File: config.mk
export PLATFORM = sky130hd
export DESIGN_NAME = vex_wb_tracker
export DESIGN_NICKNAME = d
export VERILOG_FILES = /design/src/rtl/vex_wb_tracker.sv
export SDC_FILE = /design/constraint.sdc
export NUM_CORES = 1
export LEC_CHECK = 0
export ABC_AREA = 1
export CORE_AREA = 8 8 229 231
export DETAILED_ROUTE_END_ITERATION = 8
export DIE_AREA = 0 0 237 239
export DONT_BUFFER_PORTS = 1
export HOLD_SLACK_MARGIN = 0.15
export SLEW_MARGIN = 20
export SYNTH_ARGS = -nofsm -noshare
export SYNTH_HDL_FRONTEND = slang
export SYNTH_SLANG_ARGS = --single-unit
File: constraint.sdc
create_clock -name clk -period 9.1 [get_ports clk]
set_input_delay 2.275 -clock clk [delete_from_list [all_inputs] [get_ports clk]]
set_output_delay 2.275 -clock clk [all_outputs]
set_load 0.05 [all_outputs]
File: src/rtl/vex_wb_tracker.sv
// Destination/writeback tracker: one in-order FIFO per execution class, with zero-latency
// writeback on completion and a RAW/WAW hazard check against every in-flight destination.
module vex_wb_tracker #(
  parameter int VECTOR_REGISTERS = 32,
  parameter int VECTOR_LANES     = 8,
  parameter int NUM_CLASSES      = 3,
  parameter int DEPTH            = 4,
  localparam int RW = $clog2(VECTOR_REGISTERS),
  localparam int CW = (NUM_CLASSES > 1) ? $clog2(NUM_CLASSES) : 1,
  localparam int OW = $clog2(NUM_CLASSES*DEPTH+1)
) (
  input  logic                                clk,
  input  logic                                rst_n,
  input  logic                                flush_i,
  input  logic                                issue_valid_i,
  output logic                                issue_ready_o,
  input  logic [CW-1:0]                       issue_class_i,
  input  logic [RW-1:0]                       issue_dst_i,
  input  logic [VECTOR_LANES-1:0]             issue_mask_i,
  input  logic                                issue_head_i,
  input  logic                                issue_end_i,
  input  logic [RW-1:0]                       src1_i,
  input  logic [RW-1:0]                       src2_i,
  input  logic                                src1_en_i,
  input  logic                                src2_en_i,
  output logic                                hazard_o,
  input  logic [NUM_CLASSES-1:0]              cmpl_i,
  output logic [NUM_CLASSES-1:0]              wr_valid_o,
  output logic [NUM_CLASSES*RW-1:0]           wr_addr_o,
  output logic [NUM_CLASSES*VECTOR_LANES-1:0] wr_en_o,
  output logic [NUM_CLASSES-1:0]              wr_head_o,
  output logic [NUM_CLASSES-1:0]              wr_end_o,
  output logic [OW-1:0]                       occupancy_o,
  output logic                                idle_o,
  output logic                                err_underflow_o
);

  localparam int AW = $clog2(DEPTH);
  localparam int PW = AW + 1;
  localparam int EW = RW + VECTOR_LANES + 2;

  // Entry layout: {head, end, mask, dst}
  logic [EW-1:0]          mem [NUM_CLASSES][DEPTH];
  logic [PW-1:0]          rd_ptr [NUM_CLASSES];
  logic [PW-1:0]          wr_ptr [NUM_CLASSES];
  logic [PW-1:0]          cnt_nxt [NUM_CLASSES];
  logic [DEPTH-1:0]       vld_q [NUM_CLASSES];
  logic [NUM_CLASSES-1:0] full, empty, push, pop;
  logic                   class_ok, full_sel;
  logic                   err_q;
  logic [OW-1:0]          occ_q, occ_nxt;

  always_comb begin
    class_ok = 1'b0;
    full_sel = 1'b0;
    for (int c = 0; c < NUM_CLASSES; c++) begin
      empty[c] = (rd_ptr[c] == wr_ptr[c]);
      full[c]  = (rd_ptr[c][AW-1:0] == wr_ptr[c][AW-1:0]) && (rd_ptr[c][AW] != wr_ptr[c][AW]);
      if (issue_class_i == CW'(c)) begin
        class_ok = 1'b1;
        full_sel = full[c];
      end
    end
    issue_ready_o = class_ok & ~full_sel & ~flush_i;
    for (int c = 0; c < NUM_CLASSES; c++) begin
      push[c] = issue_valid_i & issue_ready_o & (issue_class_i == CW'(c));
      pop[c]  = cmpl_i[c] & ~empty[c];
    end
  end

  // Writeback straight from the FIFO heads; slices stay zero when their class is not popping
  always_comb begin
    wr_valid_o = pop;
    wr_addr_o  = '0;
    wr_en_o    = '0;
    wr_head_o  = '0;
    wr_end_o   = '0;
    for (int c = 0; c < NUM_CLASSES; c++) begin
      if (pop[c]) begin
        wr_addr_o[c*RW +: RW]                 = mem[c][rd_ptr[c][AW-1:0]][RW-1:0];
        wr_en_o[c*VECTOR_LANES +: VECTOR_LANES] = mem[c][rd_ptr[c][AW-1:0]][RW +: VECTOR_LANES];
        wr_end_o[c]                           = mem[c][rd_ptr[c][AW-1:0]][RW+VECTOR_LANES];
        wr_head_o[c]                          = mem[c][rd_ptr[c][AW-1:0]][RW+VECTOR_LANES+1];
      end
    end
  end

  // Conservative: an entry popping this cycle still raises the hazard
  always_comb begin
    hazard_o = 1'b0;
    for (int c = 0; c < NUM_CLASSES; c++) begin
      for (int i = 0; i < DEPTH; i++) begin
        if (vld_q[c][i] &&
            ((src1_en_i && mem[c][i][RW-1:0] == src1_i) ||
             (src2_en_i && mem[c][i][RW-1:0] == src2_i) ||
             (issue_valid_i && mem[c][i][RW-1:0] == issue_dst_i)))
          hazard_o = 1'b1;
      end
    end
  end

  always_comb begin
    occ_nxt = '0;
    for (int c = 0; c < NUM_CLASSES; c++) begin
      cnt_nxt[c] = wr_ptr[c] - rd_ptr[c] + PW'(push[c]) - PW'(pop[c]);
      occ_nxt    = occ_nxt + OW'(cnt_nxt[c]);
    end
    if (flush_i)
      occ_nxt = '0;
  end

  always_ff @(posedge clk or negedge rst_n) begin
    if (!rst_n) begin
      for (int c = 0; c < NUM_CLASSES; c++) begin
        rd_ptr[c] <= '0;
        wr_ptr[c] <= '0;
        vld_q[c]  <= '0;
      end
      err_q <= 1'b0;
      occ_q <= '0;
    end else begin
      err_q <= err_q | (|(cmpl_i & empty));
      occ_q <= occ_nxt;
      for (int c = 0; c < NUM_CLASSES; c++) begin
        if (flush_i) begin
          rd_ptr[c] <= '0;
          wr_ptr[c] <= '0;
          vld_q[c]  <= '0;
        end else begin
          if (pop[c]) begin
            rd_ptr[c]                   <= rd_ptr[c] + PW'(1);
            vld_q[c][rd_ptr[c][AW-1:0]] <= 1'b0;
          end
          if (push[c]) begin
            wr_ptr[c]                   <= wr_ptr[c] + PW'(1);
            vld_q[c][wr_ptr[c][AW-1:0]] <= 1'b1;
          end
        end
      end
    end
  end

  always_ff @(posedge clk) begin
    for (int c = 0; c < NUM_CLASSES; c++) begin
      if (push[c])
        mem[c][wr_ptr[c][AW-1:0]] <= {issue_head_i, issue_end_i, issue_mask_i, issue_dst_i};
    end
  end

  assign occupancy_o     = occ_q;
  assign idle_o          = (occ_q == '0);
  assign err_underflow_o = err_q;

endmodule

Yosys cells after proc, flatten, opt, wreduce, memory -nomap -nowiden --
Memories as Yosys holds them, arrays and structs flattened. Index checks and enable logic that the tools add are counted.
Storage, ports and cells: bits in registers 35, output and inout port bits 56, input bits 36, memories kept 1, memory bits (writable) 180
Memory list:
- mem | depth 3, bits a word 60, rd ports 3, clocked after Yosys merged registers in 0, wr ports 1, RTL line 43 | logic [EW-1:0] mem [NUM_CLASSES][DEPTH];
Operators by class: mux-type cells 94, reductions and logical operators 95, $lt $le $gt $ge 21, add/subtract/negate cells 17, bitwise operators 31, eq/ne operators 47
Operator list (count):
- 2-to-1 mux 60 bit | 7
- == test 5 bit | 36
- 2-to-1 mux 15 bit | 9
- OR reduction 60 bit | 2
- binary-select mux 15 bit (select 2 bit) | 3
- demux 15 bit (select 2 bit) | 3
- logical AND 1 bit | 60
- 2-to-1 mux 4 bit | 13
- 2-to-1 mux 3 bit | 12
- 2-to-1 mux 1 bit | 33
- logical OR 1 bit | 24
- 2-to-1 mux 8 bit | 3
- adder 3 x 1 -> 3 bit (second input constant) | 6
- >= comparator 3 bit (second input constant) | 6
- less-than comparator 2 x 3 -> 1 bit (second input constant) | 6
- NOT 2 -> 3 bit | 6
- 2-to-1 mux 5 bit | 3
- bitwise AND 4 bit | 3
- demux 1 bit (select 2 bit) | 6
- >= comparator 2 x 1 -> 1 bit (second input constant) | 6
- NOT 4 bit | 3
- OR 4 bit | 3
- nonzero test 2 bit | 6
- adder 3 x 1 -> 3 bit | 3
- other kinds (18) | 43

Logic depth before layout (Yosys ltp) --
depth after elaboration 17, depth in mapped cells 20, depth with buffers taken out 18

Least setup slack after synthesis --
No wires, ideal clock.
path kind input-to-output, from in src1_i[0], to out hazard_o, cell stages on the path 11, buffers on the path 2, required time 6.825 ns, path slack 3.220 ns, arrival 3.605 ns, cells stage by stage buf_2 inv_1 buf_4 nor2_1 nor3_1 nand3_1 nand3_1 nand2_1 nand2_1 nor2_1 nand3_1
On the way: cells in the longest elaborated chain, start to end 17
RTL lines:
- start, declared | RTL line 22 | input logic [RW-1:0] src1_i,
- == test 5 bit | RTL line 94 | ((src1_en_i && mem[c][i][RW-1:0] == src1_i) ||
- logical AND 1 bit | RTL line 94
- logical OR 1 bit | RTL line 94
- logical OR 1 bit | RTL line 95 | (src2_en_i && mem[c][i][RW-1:0] == src2_i) ||
- logical AND 1 bit | RTL line 93 | if (vld_q[c][i] &&
- 2-to-1 mux 1 bit (11 in series) | RTL line 93
- 2-to-1 mux 1 bit (*) | RTL line 93
- end, declared | RTL line 26 | output logic hazard_o,
Mark *: on every way between the ends. The rest lies on a longest branch, timed or not.

Worst setup path after layout --
Ends and elaborated chain as after synthesis.

==> flow_summary.json <==
{
  "status": "completed",
  "cts_hold_buf": 0,
  "r2r_slack_ps": 4070,
  "ctsResizeCount": 0,
  "routedWlPerCell_um": 19.29,
  "whs_ps": 479.5,
  "path_class": "in -> out",
  "clock_skew_ps": 27.17,
  "ff2ff_path_depth": 18,
  "grt_overflow_total": 0,
  "final_nets": 1466,
  "drv_cap": 0,
  "crit_path_max_fanout": 15,
  "fp.coreArea_um2": 48550,
  "post-cts-setup-buffers": 0,
  "dp_hpwl_mm": 26.65,
  "viasPerCell": 4.976,
  "synth-seq-area-share_pct": 51.94,
  "fmax_ghz": 0.1589,
  "die_h_um": 239,
  "io_buffers": 0,
  "power_leakage_nw": 5.284,
  "grt_first_pass_wirelength_mm": 58.98,
  "hold_viol_final": 0,
  "htreeDepth": 1,
  "synth_area_leaders": "edfxtp_1 45%, nor2_1 9.4%, dfrtp_1 7.2%",
  "synthCells": 1403,
  "hold_start": "rd_ptr[5]",
  "grt_max_degree": 37,
  "r2r_start": "rd_ptr[7]",
  "antenna_found_initial": 0,
  "gp_congestion": 0.9290,
  "p_per_area_nw_per_um2": 181.8,
  "start_util_pct": 24.91,
  "yosysUniqueCellTypes": 37,
  "rows": 81,
  "diodes": 0,
  "cts-root-buf": "clkbuf_16",
  "synth_edf_count": 180,
  "min_path_cells": 1,
  "synth_fp_nets": 1480,
  "hold_path_class": "reg -> reg",
  "io_pins": 92,
  "setup_viol": 0,
  "drtIter0Drc": 1250,
  "drive_gt1_share_pct": 6.975,
  "endpoint_kind": "output pin",
  "setup.worst_path.start": "src1_i[0]",
  "synth.largest_area_cell": "edfxtp_1",
  "final_cell_mix": "304 x nor2_1, 189 x nand2_1, 180 x edfxtp_1",
  "synth_top_area_share_pct": 44.70,
  "relSlewSlack_pct": 24.48,
  "cts_tree": "built",
  "area_growth_pct": 11.96,
  "grtUsageTotal_pct": 13.32,
  "whs_endpoint": "rd_ptr[5]",
  "synth_top_flop_cell": "edfxtp_1",
  "numCtsBuffers": 22,
  "rsz0062_at_grt": "false",
  "fin_crit_ps": 6293,
  "drt-pass1-iter-count": 8,
  "layout.cells.most_common": "nor2_1",
  "synth-seq-cells": 215,
  "ctsLongestPathBuffers": 3,
  "cp_data_required_time_ps": 6830,
  "vdd_ir_drop_max_mv": 0.1302,
  "yosys_warnings": 0,
  "rr_endpoint": "occupancy_o[3]",
  "die_w_um": 237,
  "worst_pin_slew_ps": 1132,
  "antenna_left": 0,
  "period_share_pct": 69.15,
  "path_clk_slew_ps": 60,
  "startpoint_type": "primary input",
  "clock_latency_ps": 530,
  "route.detailed.drc": 0,
  "drv_slew": 0,
  "die_area_um2": 56640,
  "async_flop_share_pct": 16.28,
  "worstPathArrival_ps": 4020,
  "avgSynthCellArea_um2": 8.619,
  "vias": 10090,
  "grt_pass1_vias": 9504,
  "cts_sinks": 215,
  "tns_ps": 0,
  "routed_wl_mm": 39.10,
  "synthesis.area_um2": 12090
}
[report_power, final]
| part | switching, mW | internal (mW) | total [mW] |
|---|---|---|---|
| Combinational | 0.301 | 0.117 | 0.418 |
| Clock | 0.386 | 0.526 | 0.912 |
| Sequential | 0.0500 | 1.08 | 1.13 |
| Total | 0.737 | 1.72 | 2.46 |
[per-stage QoR]
stage	util (%)	setup slack (ps)	total power, mW	cell area (um^2)	std cells
floorplan	-	3220	1.468	12090	1403
global placement	26.32	2863	1.569	12780	1987
detailed placement	26.36	2886	1.575	12800	1987
CTS	27.86	2880	2.485	13520	2027
global route	27.89	2707	2.565	13540	2027
finish	27.89	2807	2.462	13540	2027
[layer usage]
layer  GRT usage [%]  part of all wire, %  up-vias
li1                -                    -     4676
met1           17.37                   41     4774
met2           21.01                   44      531
met3           4.195                   12      105
met4           3.951                  3.2        0
met5               0                    0        -
[worst max-delay path by stage]
stage / to / slack, ps / cells past startpoint
3_3_place_gp: wr_en_o[22] / 2860 / 2
4_1_cts: hazard_o / 2880 / 9
6_report: hazard_o / 2810 / 9
3_5_place_dp: hazard_o / 2890 / 9
2_1_floorplan: hazard_o / 3220 / 11
5_1_grt: hazard_o / 2710 / 9
[final cells by class]
cell class | count | area, um^2
Inverter | 134 | 510.5
Sequential cell | 215 | 6281
Fill cell | 5028 | 35010
Clock buffer | 30 | 601.8
Timing Repair Buffer | 29 | 217.7
Clock inverter | 10 | 125.1
Tap cell | 622 | 778.2
Multi-Input combinational cell | 987 | 5025
[flip-flops by register name, summed over array words and instances (netlist names)]
signal,count
err_underflow_o,1
mem,180
vld_q,12
wr_ptr,9
occupancy_o,4
rd_ptr,9
[cells in the mapped netlist, types with 10 or more instances]
library cell  instances
nor2_1              304
nand2_1             189
edfxtp_1            180
o21ai_0             147
inv_1               119
a21oi_1             106
nand3_1              59
o22ai_1              37
dfrtp_1              35
nor3_1               33
ha_1                 31
buf_2                29
clkbuf_1             28
xor2_1               24
nor2_2               13
fa_1                 10
[worst max-delay path, stage by stage]
cell and delay, ps:
inv_1 510, nor2_1 90, nor3_1 220, nand3_1 120, nand3_1 100, nand2_1 70, nand2_1 90, nor2_1 40
nand3_1 490
[cell families (layout without fill, tap and decap cells)]
family | count (synthesis) | after routing | share of synthesized area, %
adders and majority gates | 41 | 41 | 4.863
AOI/OAI and AO/OA | 308 | 308 | 13.38
and+or+nand+nor | 606 | 606 | 20.65
DFF | 215 | 215 | 51.94
buffers and inverters | 201 | 203 | 6.850
xor gates and xnor gates | 32 | 32 | 2.318
Note: power is estimated with default switching activity, not from simulation.
